File: config.mk
export PLATFORM = sky130hd
export DESIGN_NAME = ctrl_multiciclo
export DESIGN_NICKNAME = d
export VERILOG_FILES = /design/src/rtl/ctrl_multiciclo_pkg.sv /design/src/rtl/ctrl_multiciclo_decode.sv /design/src/rtl/ctrl_multiciclo.sv
export SDC_FILE = /design/constraint.sdc
export NUM_CORES = 1
export LEC_CHECK = 0
export ABC_AREA = 0
export ABC_CLOCK_PERIOD_IN_PS = 2900
export CORE_MARGIN = 3
export CORE_UTILIZATION = 44
export DETAILED_ROUTE_END_ITERATION = 10
export GPL_ROUTABILITY_DRIVEN = 0
export PLACE_DENSITY = 0.83
export REMOVE_ABC_BUFFERS = 1
export SYNTH_ARGS = -nofsm -noshare
export SYNTH_HDL_FRONTEND = slang
export SYNTH_HIERARCHICAL = 1
export SYNTH_SLANG_ARGS = --single-unit
export TNS_END_PERCENT = 30
File: constraint.sdc
create_clock -name CLK -period 2.9 [get_ports CLK]
set_input_delay 0.29 -clock CLK [delete_from_list [all_inputs] [get_ports CLK]]
set_output_delay 0.29 -clock CLK [all_outputs]
set_load 0.005 [all_outputs]
File: src/rtl/ctrl_multiciclo_pkg.sv
// Shared types and encodings for the multicycle RISC-V control unit.
package ctrl_pkg;

    // FSM state codes, also exported on STATE for debug
    typedef enum logic [3:0] {
        FETCH     = 4'd0,
        DECODE    = 4'd1,
        EXEC_R    = 4'd2,
        EXEC_I    = 4'd3,
        WB_ALU    = 4'd4,
        MEM_ADDR  = 4'd5,
        MEM_READ  = 4'd6,
        WB_MEM    = 4'd7,
        MEM_WRITE = 4'd8,
        BRANCH    = 4'd9,
        BR_NT     = 4'd10,
        HALT      = 4'd11
    } state_e;

    // Instruction classes produced by the decoder
    typedef enum logic [3:0] {
        CLS_ADD  = 4'd0,
        CLS_SUB  = 4'd1,
        CLS_RBAD = 4'd2,   // R-type opcode with an unsupported FUNCT7
        CLS_ADDI = 4'd3,
        CLS_LD   = 4'd4,
        CLS_SD   = 4'd5,
        CLS_BEQ  = 4'd6,
        CLS_BNE  = 4'd7,
        CLS_ILL  = 4'd8
    } instr_cls_e;

    localparam logic [6:0] OP_R  = 7'b0110011;
    localparam logic [6:0] OP_I  = 7'b0010011;
    localparam logic [6:0] OP_LD = 7'b0000011;
    localparam logic [6:0] OP_SD = 7'b0100011;
    localparam logic [6:0] OP_BR = 7'b1100011;

    localparam logic [2:0] F3_ADDI = 3'b000;
    localparam logic [2:0] F3_DW   = 3'b011;
    localparam logic [2:0] F3_BEQ  = 3'b000;
    localparam logic [2:0] F3_BNE  = 3'b001;
    localparam logic [6:0] F7_ADD  = 7'b0000000;
    localparam logic [6:0] F7_SUB  = 7'b0100000;

    localparam logic [2:0] ALU_ADD = 3'b001;
    localparam logic [2:0] ALU_SUB = 3'b010;
    localparam logic [2:0] ALU_CMP = 3'b111;

    localparam logic [1:0] SRCB_B      = 2'b00;
    localparam logic [1:0] SRCB_FOUR   = 2'b01;
    localparam logic [1:0] SRCB_IMM    = 2'b10;
    localparam logic [1:0] SRCB_IMM_SH = 2'b11;

    // Bundle of every control output driven by the FSM
    typedef struct packed {
        logic       pc_write;
        logic       ir_write;
        logic       load_a;
        logic       load_b;
        logic       load_alu_out;
        logic       load_mdr;
        logic       reg_write;
        logic       dmem_rw;
        logic       alu_srca;
        logic [1:0] alu_srcb;
        logic [2:0] alu_sel;
        logic       mem_to_reg;
        logic       pc_src;
        logic       halted;
    } ctrl_out_t;

    // Overlay the PC <- PC+4 controls onto an output bundle
    function automatic ctrl_out_t with_pc_plus4(input ctrl_out_t o);
        ctrl_out_t r;
        r          = o;
        r.alu_srca = 1'b0;
        r.alu_srcb = SRCB_FOUR;
        r.alu_sel  = ALU_ADD;
        r.pc_src   = 1'b0;
        r.pc_write = 1'b1;
        return r;
    endfunction

endpackage

File: src/rtl/ctrl_multiciclo_decode.sv
// Combinational instruction classifier from the IR opcode/function fields.
module ctrl_decode
    import ctrl_pkg::*;
(
    input  logic [6:0] opcode_i,
    input  logic [2:0] funct3_i,
    input  logic [6:0] funct7_i,
    output instr_cls_e cls_o,
    output logic       illegal_o
);

    // Map the encoding onto one supported instruction class
    always_comb begin
        cls_o = CLS_ILL;
        case (opcode_i)
            OP_R: begin
                if (funct7_i == F7_ADD) begin
                    cls_o = CLS_ADD;
                end else if (funct7_i == F7_SUB) begin
                    cls_o = CLS_SUB;
                end else begin
                    cls_o = CLS_RBAD;
                end
            end
            OP_I: begin
                if (funct3_i == F3_ADDI) cls_o = CLS_ADDI;
                else                     cls_o = CLS_ILL;
            end
            OP_LD: begin
                if (funct3_i == F3_DW) cls_o = CLS_LD;
                else                   cls_o = CLS_ILL;
            end
            OP_SD: begin
                if (funct3_i == F3_DW) cls_o = CLS_SD;
                else                   cls_o = CLS_ILL;
            end
            OP_BR: begin
                if (funct3_i == F3_BEQ) begin
                    cls_o = CLS_BEQ;
                end else if (funct3_i == F3_BNE) begin
                    cls_o = CLS_BNE;
                end else begin
                    cls_o = CLS_ILL;
                end
            end
            default: cls_o = CLS_ILL;
        endcase
    end

    // Any encoding that cannot complete, including a bad R-type FUNCT7
    assign illegal_o = (cls_o == CLS_ILL) || (cls_o == CLS_RBAD);

endmodule

File: src/rtl/ctrl_multiciclo.sv
// Multicycle control FSM sequencing the 64-bit RISC-V datapath.
module ctrl_multiciclo
    import ctrl_pkg::*;
#(
    parameter int unsigned MEM_LAT = 1
)
(
    input  logic       CLK,
    input  logic       RESET,
    input  logic [6:0] OPCODE,
    input  logic [2:0] FUNCT3,
    input  logic [6:0] FUNCT7,
    input  logic       IGUAL,
    output logic       PC_WRITE,
    output logic       IR_WRITE,
    output logic       LOAD_A,
    output logic       LOAD_B,
    output logic       LOAD_ALU_OUT,
    output logic       LOAD_MDR,
    output logic       REG_WRITE,
    output logic       DMEM_RW,
    output logic       MEM32_WR,
    output logic       ALU_SRCA,
    output logic [1:0] ALU_SRCB,
    output logic [2:0] ALU_SEL,
    output logic       MEM_TO_REG,
    output logic       PC_SRC,
    output logic [3:0] STATE,
    output logic       HALTED
);

    localparam logic [3:0] CNT_LAST = 4'(MEM_LAT - 1);

    state_e     state_q, state_d;
    logic [3:0] cnt_q, cnt_d;
    logic       run_q, run_d;     // low from reset until the first edge after release
    instr_cls_e cls_s;
    logic       illegal_s;
    logic       cnt_last_s;
    logic       br_taken_s;
    ctrl_out_t  out_s;

    ctrl_decode u_decode (
        .opcode_i  (OPCODE),
        .funct3_i  (FUNCT3),
        .funct7_i  (FUNCT7),
        .cls_o     (cls_s),
        .illegal_o (illegal_s)
    );

    assign cnt_last_s = (cnt_q == CNT_LAST);
    assign br_taken_s = ((cls_s == CLS_BEQ) && IGUAL) || ((cls_s == CLS_BNE) && !IGUAL);

    // State register, memory wait counter and post-reset run flag
    always_ff @(posedge CLK or negedge RESET) begin
        if (!RESET) begin
            state_q <= FETCH;
            cnt_q   <= 4'd0;
            run_q   <= 1'b0;
        end else begin
            state_q <= state_d;
            cnt_q   <= cnt_d;
            run_q   <= run_d;
        end
    end

    // Next-state and wait-counter logic
    always_comb begin
        state_d = state_q;
        cnt_d   = 4'd0;
        run_d   = 1'b1;
        if (!run_q) begin
            state_d = FETCH;
        end else begin
            case (state_q)
                FETCH: begin
                    if (cnt_last_s) state_d = DECODE;
                    else            cnt_d   = cnt_q + 4'd1;
                end
                DECODE: begin
                    case (cls_s)
                        CLS_ADD, CLS_SUB, CLS_RBAD: state_d = EXEC_R;
                        CLS_ADDI:                   state_d = EXEC_I;
                        CLS_LD, CLS_SD:             state_d = MEM_ADDR;
                        CLS_BEQ, CLS_BNE:           state_d = BRANCH;
                        default:                    state_d = HALT;
                    endcase
                end
                EXEC_R: begin
                    if (illegal_s) state_d = HALT;
                    else           state_d = WB_ALU;
                end
                EXEC_I:   state_d = WB_ALU;
                WB_ALU:   state_d = FETCH;
                MEM_ADDR: begin
                    if (cls_s == CLS_LD)      state_d = MEM_READ;
                    else if (cls_s == CLS_SD) state_d = MEM_WRITE;
                    else                      state_d = HALT;
                end
                MEM_READ: begin
                    if (cnt_last_s) state_d = WB_MEM;
                    else            cnt_d   = cnt_q + 4'd1;
                end
                WB_MEM:    state_d = FETCH;
                MEM_WRITE: state_d = FETCH;
                BRANCH: begin
                    if (br_taken_s) state_d = FETCH;
                    else            state_d = BR_NT;
                end
                BR_NT:   state_d = FETCH;
                HALT:    state_d = HALT;
                default: state_d = HALT;
            endcase
        end
    end

    // Control outputs per state; branch PC load is Mealy on IGUAL
    always_comb begin
        out_s = '0;
        if (run_q) begin
            case (state_q)
                FETCH: out_s.ir_write = cnt_last_s;
                DECODE: begin
                    out_s.load_a       = 1'b1;
                    out_s.load_b       = 1'b1;
                    out_s.alu_srca     = 1'b0;
                    out_s.alu_srcb     = SRCB_IMM_SH;
                    out_s.alu_sel      = ALU_ADD;
                    out_s.load_alu_out = 1'b1;
                end
                EXEC_R: begin
                    if (!illegal_s) begin
                        out_s.alu_srca     = 1'b1;
                        out_s.alu_srcb     = SRCB_B;
                        out_s.alu_sel      = (cls_s == CLS_SUB) ? ALU_SUB : ALU_ADD;
                        out_s.load_alu_out = 1'b1;
                    end else begin
                        out_s = '0;
                    end
                end
                EXEC_I, MEM_ADDR: begin
                    out_s.alu_srca     = 1'b1;
                    out_s.alu_srcb     = SRCB_IMM;
                    out_s.alu_sel      = ALU_ADD;
                    out_s.load_alu_out = 1'b1;
                end
                WB_ALU: begin
                    out_s            = with_pc_plus4(out_s);
                    out_s.reg_write  = 1'b1;
                    out_s.mem_to_reg = 1'b0;
                end
                MEM_READ: out_s.load_mdr = cnt_last_s;
                WB_MEM: begin
                    out_s            = with_pc_plus4(out_s);
                    out_s.reg_write  = 1'b1;
                    out_s.mem_to_reg = 1'b1;
                end
                MEM_WRITE: begin
                    out_s         = with_pc_plus4(out_s);
                    out_s.dmem_rw = 1'b1;
                end
                BRANCH: begin
                    out_s.alu_srca = 1'b1;
                    out_s.alu_srcb = SRCB_B;
                    out_s.alu_sel  = ALU_CMP;
                    out_s.pc_write = br_taken_s;
                    out_s.pc_src   = br_taken_s;
                end
                BR_NT:   out_s        = with_pc_plus4(out_s);
                HALT:    out_s.halted = 1'b1;
                default: out_s        = '0;
            endcase
        end else begin
            out_s = '0;
        end
    end

    assign PC_WRITE     = out_s.pc_write;
    assign IR_WRITE     = out_s.ir_write;
    assign LOAD_A       = out_s.load_a;
    assign LOAD_B       = out_s.load_b;
    assign LOAD_ALU_OUT = out_s.load_alu_out;
    assign LOAD_MDR     = out_s.load_mdr;
    assign REG_WRITE    = out_s.reg_write;
    assign DMEM_RW      = out_s.dmem_rw;
    assign MEM32_WR     = 1'b0;
    assign ALU_SRCA     = out_s.alu_srca;
    assign ALU_SRCB     = out_s.alu_srcb;
    assign ALU_SEL      = out_s.alu_sel;
    assign MEM_TO_REG   = out_s.mem_to_reg;
    assign PC_SRC       = out_s.pc_src;
    assign STATE        = state_q;
    assign HALTED       = out_s.halted;

endmodule
==> results.tsv, run 1 <==
stage	metric	value	unit
outcome	outcome	complete, but fails checks	
outcome	violations	negative setup slack	
timing	fin_crit_sh	106	%
worst_hold_path	hp-class	input port to async pin	
route	vias	1376	
pwr	cellPowerDensity	488	mW/mm^2
timing	rsz0062_at_grt	true	
global_route	grt_max_degree	21	
floorplanning	placementRows	17	
setup_path	cp-start-kind	input port	
synthesis	synthFlopType	dfrtp_1	
pwr	p_sw_share	44.3	%
clocking	clock_latency	0.28	ns
global_route	grt_pass1_vias	1379	
synthesis	async_flop_share	100	%
timing	worst_slew_pin_slew	0.609	ns
setup_path	cp.arrival	2.79	ns
pwr	p_seq_share	26.8	%
clocking	cts.sinks	9	
route	detail_route.wl_per_cell	15.1	um
global_route	grt_use_total	23.0	%
synthesis	ys_ff_latch	9	
place	dp_cells	225	
finish	drive_above_1_share	21.7	%
setup_path	r2r_cells	5	
setup_path	timing.rr.start	STATE[0]	
synthesis	synth_cell_type_count	50	
synthesis	synth.largest_area_cell	dfrtp_1	
synthesis	yosys_warnings	6	
clocking	numCtsBuffers	3	
timing	setup_viol	4	
timing	fin_ws	-0.178	ns
timing	drv_slew	0	
global_route	grt_pass1_wl	5840	um
place	port_buffers	40	
synthesis	seq_area_frac_synth	20.1	%
finish	fillers	196	
timing	post-route-min-period	3.08	ns
synthesis	synth_top_cell_area_share	20.1	%
timing	max-slew-margin-rel	59.4	%
setup_path	cp_data_required_time	2.61	ns
place	pre_cts_slack	-0.496	ns
pwr	pwr-share-clk	12.6	%
place	dp.final_hpwl	2620	um
floorplanning	io_pins	42	
synthesis	synth_edf_count	0	
pwr	p_sw	0.363	mW
floorplanning	dieWidth	56.4	um
setup_path	r2r-end	STATE[1]	
timing	fin_skew	0.00980	ns
route	final_antenna_net_count	0	
setup_path	criticalPathCategory	input port to output port	
timing	clock.fmax	325	MHz
setup_path	crit_path_max_incr_delay	0.53	ns
setup_path	crit_slowest_cell	nor4_1	
finish	num_antenna_cells	0	
route	vias_per_cell	5.96	
pwr	p_leak	0.693	nW
finish	area_delta_synth_final	50.2	%
floorplanning	start_util	48.2	%
clocking	cts_tree	yes	
finish	stdcell_count	231	
setup_path	endpoint_kind	output port	
setup_path	cp_max_fo	2	
pwr	intPower	0.457	mW
route	drtIter0Drc	54	
global_route	antenna_found_initial	0	
setup_path	cp_cell_sequence	clkdlybuf4s50_1 -> nor4_1 -> nand4_1 -> a21oi_2 -> buf_4 -> xor2_1 -> nand3_1 -> o22a_2 -> nor2_1 -> o31a_1 -> clkdlybuf4s15_2	
route	firstDrtPassIters	4	
clocking	clk_pin_slew	0.07	ns
synthesis	synth_area_leaders	dfrtp_1 (20%), nor2_1 (6.0%), buf_6 (5.0%)	
floorplanning	die_h	56.4	um
clocking	clock_path_buffers	2	
floorplanning	die-area	0.00318	mm^2
pwr	power_frac_comb	60.6	%
synthesis	syn_inst	151	
timing	hold_viol	0	
synthesis	syn_area_per_cell	7.41	um^2
pwr	peakVddDrop	0.415	mV
route	drt_wl_total	3490	um
route	drc_errors	0	
floorplanning	core	0.00232	mm^2
finish	regArea	225	um^2
setup_path	ff2ff_setup_slack	1.07	ns
clocking	htree_levels	1	
clocking	clockRootBuffer	clkbuf_4	
run	cap_violations	0	
global_route	overflow	0	
finish	multi_input_area	835	um^2
finish	fin_nets	226	
synthesis	netlist_area	0.00112	mm^2
==> cell usage after synthesis, types with 2 or more instances <==
cell type,number
a21oi_1,9
buf_4,4
o21ai_0,3
nor4_1,2
ha_1,2
o22ai_1,2
buf_6,5
a31oi_1,3
o21a_1,2
nand2b_1,7
a211oi_1,6
and2_1,3
nor2_1,18
conb_1,2
xnor2_1,3
dfrtp_1,9
nand3_1,6
nand2_1,12
a2bb2oi_1,2
nor3_1,11
nor3b_1,2
nor2b_1,3
inv_1,6
xor2_1,3
==> kinds of logic (layout without fill, tap and decap cells) <==
| group | after synthesis | after routing | synth area share, % |
|---|---|---|---|
| AOI/OAI and AO/OA | 38 | 38 | 24.3 |
| xor gates and xnor gates | 6 | 6 | 4.70 |
| adders and majority gates | 2 | 2 | 2.24 |
| buffers and inverters | 17 | 69 | 10.5 |
| DFF | 9 | 9 | 20.1 |
| other | 2 | 2 | 0.671 |
| and+or+nand+nor | 77 | 77 | 37.5 |
==> state kept, by name (all words and copies together) (netlist names) <==
register and flops:
STATE 4, run_q 1, cnt_q 4
==> cell type report <==
class,instances,share of cell area [%]
Multi-Input combinational cell,125,49.7
Inverter,7,1.56
Timing Repair Buffer,58,31.7
Tap cell,28,2.08
Clock buffer,4,1.56
Sequential cell,9,13.4
==> cell usage in the layout (no fill, tap or decap), drive strengths merged, types with 5 or more instances in the layout <==
cell type / instances
clkdlybuf4s50: 33
nand3: 6
dfrtp: 9
nand2b: 8
buf: 18
nand2: 13
a21oi: 10
a211oi: 6
inv: 7
dlygate4sd2: 5
nor3: 12
nor2: 18
==> critical path: cells and delay by family <==
| kind | cells | cell delay (ns) |
|---|---|---|
| AOI/OAI and AO/OA | 3 | 0.60 |
| xor gates and xnor gates | 1 | 0.15 |
| and+or+nand+nor | 4 | 1.01 |
| buffers and inverters | 3 | 0.74 |
==> metrics by stage <==
step | cell area, um^2 | utilization, % | TNS (ns) | power, mW | hold slack, ns
2_1_floorplan | 1030 | - | 0 | 0.457 | -0.00559
3_3_place_gp | 1580 | 68.3 | -1.18 | 0.688 | 0.480
3_5_place_dp | 1580 | 68.3 | -1.85 | 0.704 | 0.493
4_1_cts | 1660 | 71.8 | -0.248 | 0.810 | 0.315
5_1_grt | 1680 | 72.5 | -0.971 | 0.885 | 0.344
6_report | 1680 | 72.5 | -0.543 | 0.820 | 0.311
==> what timing repair did <==
item,CTS,global route
resized for setup,17,4
pin swaps,5,5
setup endpoints to repair,6,6
setup buffers,2,0
hold buffers,0,0
==> how the worst max path moves through the flow <==
| stage | startpoint | end | slack (ns) | cells past startpoint |
|---|---|---|---|---|
| after floorplan | OPCODE[6] | ALU_SEL[1] | 0.58 | 8 |
| after global placement | OPCODE[4] | ALU_SEL[1] | -0.39 | 10 |
| after detailed placement | OPCODE[4] | ALU_SEL[1] | -0.50 | 10 |
| after CTS | FUNCT3[1] | ALU_SRCA | -0.09 | 11 |
| after global routing | FUNCT7[3] | PC_WRITE | -0.29 | 11 |
| final | FUNCT7[3] | PC_WRITE | -0.18 | 11 |
==> power groups by stage <==
stage	clock network, mW	registers (mW)	logic [mW]
floorplan	0	0.223	0.234
global placement	0	0.219	0.469
detailed placement	0	0.220	0.484
CTS	0.104	0.217	0.489
global route	0.111	0.229	0.545
finish	0.103	0.220	0.497
==> routing by layer <==
metal  share of wire [%]  global-route usage, %  vias to the layer above  routed length, um
met5                   0                      0                        -                  0
met3                 8.2                   4.60                       15                285
met2                  51                   39.8                       90               1770
li1                    -                      -                      646                  -
met1                  37                   24.8                      625               1300
met4                 3.6                   15.6                        0                125
Note: power is estimated with default switching activity, not from simulation.
==> run 2: changes to the inputs <==
--- a/config.mk
+++ b/config.mk
@@ -10,7 +10,6 @@
 export CORE_MARGIN = 3
 export CORE_UTILIZATION = 44
 export DETAILED_ROUTE_END_ITERATION = 10
-export GPL_ROUTABILITY_DRIVEN = 0
 export PLACE_DENSITY = 0.83
 export REMOVE_ABC_BUFFERS = 1
 export SYNTH_ARGS = -nofsm -noshare
==> results of run 2 <==
Same layout as run 1: the final DEF is identical, and so are final timing and power.
==> run 3: changes to the inputs <==
--- a/config.mk
+++ b/config.mk
@@ -7,10 +7,12 @@
 export LEC_CHECK = 0
 export ABC_AREA = 0
 export ABC_CLOCK_PERIOD_IN_PS = 2900
+export CELL_PAD_IN_SITES_DETAIL_PLACEMENT = 1
+export CELL_PAD_IN_SITES_GLOBAL_PLACEMENT = 2
 export CORE_MARGIN = 3
-export CORE_UTILIZATION = 44
+export CORE_UTILIZATION = 24
 export DETAILED_ROUTE_END_ITERATION = 10
-export PLACE_DENSITY = 0.83
+export PLACE_DENSITY = 0.84
 export REMOVE_ABC_BUFFERS = 1
 export SYNTH_ARGS = -nofsm -noshare
 export SYNTH_HDL_FRONTEND = slang
==> run 3 against run 2 <==
- the run now ends clean
- combinational power grew 8.7%
- routed wire length is 16% higher
- maximum frequency rose by 7.3%
- cell area rose by 7.4%
- clock power up 43%
- largest cell class unchanged
- clock-buffer cell count is the same
- critical path type unchanged
==> results.tsv, run 3 (synthesis results as in run 1) <==
stage	metric	value	unit	change
route	drc_errors	0		unchanged
timing	fin_skew	0.00502	ns	-0.00479 ns
setup_path	cp-start-kind	input port		
floorplanning	die-area	0.00552	mm^2	+73%
worst_hold_path	hp-class	input port to async pin		
finish	final_cell_mix	clkdlybuf4s50_1 (29), buf_4 (23), nor2_1 (18), nand2_1 (12), nor3_1 (10)		
timing	post-route-min-period	2.87	ns	-0.208 ns
finish	drive_above_1_share	24.4	%	+2.7 points
floorplanning	placementRows	24		+7
setup_path	cp_max_fo	2		unchanged
timing	setup_viol	0		-4
clocking	clock_latency	0.23	ns	-0.05 ns
clocking	cts.sinks	9		unchanged
setup_path	cp_data_required_time	2.61	ns	about the same
clocking	htree_levels	1		unchanged
clocking	clock_path_buffers	2		unchanged
timing	clock.fmax	348	MHz	+7.3%
finish	num_antenna_cells	0		unchanged
floorplanning	dieWidth	74.3	um	+32%
finish	fin_nets	232		+2.7%
route	detail_route.wl_per_cell	15.5	um	+2.6%
global_route	grt_pass1_wl	6470	um	+11%
timing	drv_slew	0		unchanged
setup_path	endpoint_kind	output port		
setup_path	criticalPathCategory	input port to output port		
pwr	peakVddDrop	0.140	mV	-66%
pwr	p_leak	0.755	nW	+9.0%
pwr	cellPowerDensity	491	mW/mm^2	+0.65%
global_route	grt_max_degree	21		unchanged
timing	fin_crit_sh	99.0	%	-7.2 points
global_route	antenna_found_initial	0		unchanged
floorplanning	core	0.00441	mm^2	+90%
route	vias	1367		-0.65%
route	firstDrtPassIters	5		+1
global_route	grt_use_total	14.7	%	-8.3 points
clocking	clockRootBuffer	clkbuf_8		
route	vias_per_cell	5.24		-12%
place	place_congestion	0.885		
timing	hold_viol	0		unchanged
clocking	numCtsBuffers	3		unchanged
outcome	outcome	finished clean		
run	cap_violations	0		unchanged
route	final_antenna_net_count	0		unchanged
finish	stdcell_count	261		+13%
place	port_buffers	40		unchanged
place	dp.final_hpwl	3160	um	+21%
clocking	cts_tree	yes		
floorplanning	start_util	25.3	%	-23 points
floorplanning	die_h	74.3	um	+32%
setup_path	cp.arrival	2.58	ns	-0.21 ns
global_route	grt_pass1_vias	1449		+5.1%
finish	final_util	40.9	%	-32 points
timing	holdWs	0.350	ns	+0.0387 ns
place	dp_cells	255		+13%
route	drtIter0Drc	58		+7.4%
floorplanning	io_pins	42		unchanged
clocking	clk_pin_slew	0.05	ns	-0.02 ns
finish	final_common_cell	clkdlybuf4s50_1		
route	drt_wl_total	4040	um	+16%
global_route	overflow	0		unchanged
timing	rsz0062_at_grt	true		
finish	area_delta_synth_final	61.4	%	
run 3: routing by layer:
layer  vias up  wire length [um]  GRT usage [%]
met1       666              1570           15.8
met2        38              2220           29.1
met5         -                 0              0
met4         0                53           3.75
met3         6               190           2.57
li1        657                 -              -
run 3: through the flow:
step / area [um^2] / total power, mW / setup TNS (ns) / setup slack [ns]
2_1_floorplan: 1030 / 0.457 / 0 / 0.582
3_3_place_gp: 1660 / 0.725 / -1.43 / -0.461
3_5_place_dp: 1660 / 0.737 / -1.86 / -0.543
4_1_cts: 1770 / 0.889 / -0.0596 / -0.0596
5_1_grt: 1810 / 0.954 / -0.134 / -0.0834
6_report: 1810 / 0.886 / 0 / 0.0302
run 3: repair_timing:
item                       CTS  global route
pin swaps                    4            12
buffers inserted             2             0
hold buffers                 0             0
setup endpoints to repair    6             4
gates resized for setup     22             8
run 3: area by class of cell:
| class | instances | area, um^2 |
|---|---|---|
| Clock buffer | 4 | 45.0 |
| Fill cell | 529 | 2610 |
| Inverter | 7 | 26.3 |
| Multi-Input combinational cell | 125 | 858 |
| Sequential cell | 9 | 225 |
| Tap cell | 52 | 65.1 |
| Timing Repair Buffer | 64 | 586 |
run 3: critical path, stage by stage:
cell and delay [ns]:
clkdlybuf4s50_1 0.43, or4_4 0.50, a21o_1 0.18, a21oi_2 0.15, nand2b_1 0.10, or3_4 0.35, o41ai_2 0.19, and3_1 0.19
clkdlybuf4s15_1 0.20
run 3: path summary, 6_finish.rpt:
path,from,endpoint,slack [ns],cells after the start
worst max-delay path,FUNCT3[0],ALU_SEL[1],0.03,9
worst min-delay path,RESET,cnt_q[0],0.35,1
worst max register to register,STATE[0],STATE[1],1.17,6
worst min register to register,cnt_q[0],cnt_q[0],0.50,1
max in group asynchronous,RESET,STATE[0],2.26,1
min in group CLK,cnt_q[0],cnt_q[0],0.50,1
run 3: where the power goes:
group	leakage, nW	internal (mW)	total [mW]	switching, mW
Sequential	0.120	0.145	0.200	0.0551
Clock	0.0228	0.0959	0.147	0.0507
Combinational	0.612	0.271	0.540	0.269
Total	0.755	0.512	0.886	0.375
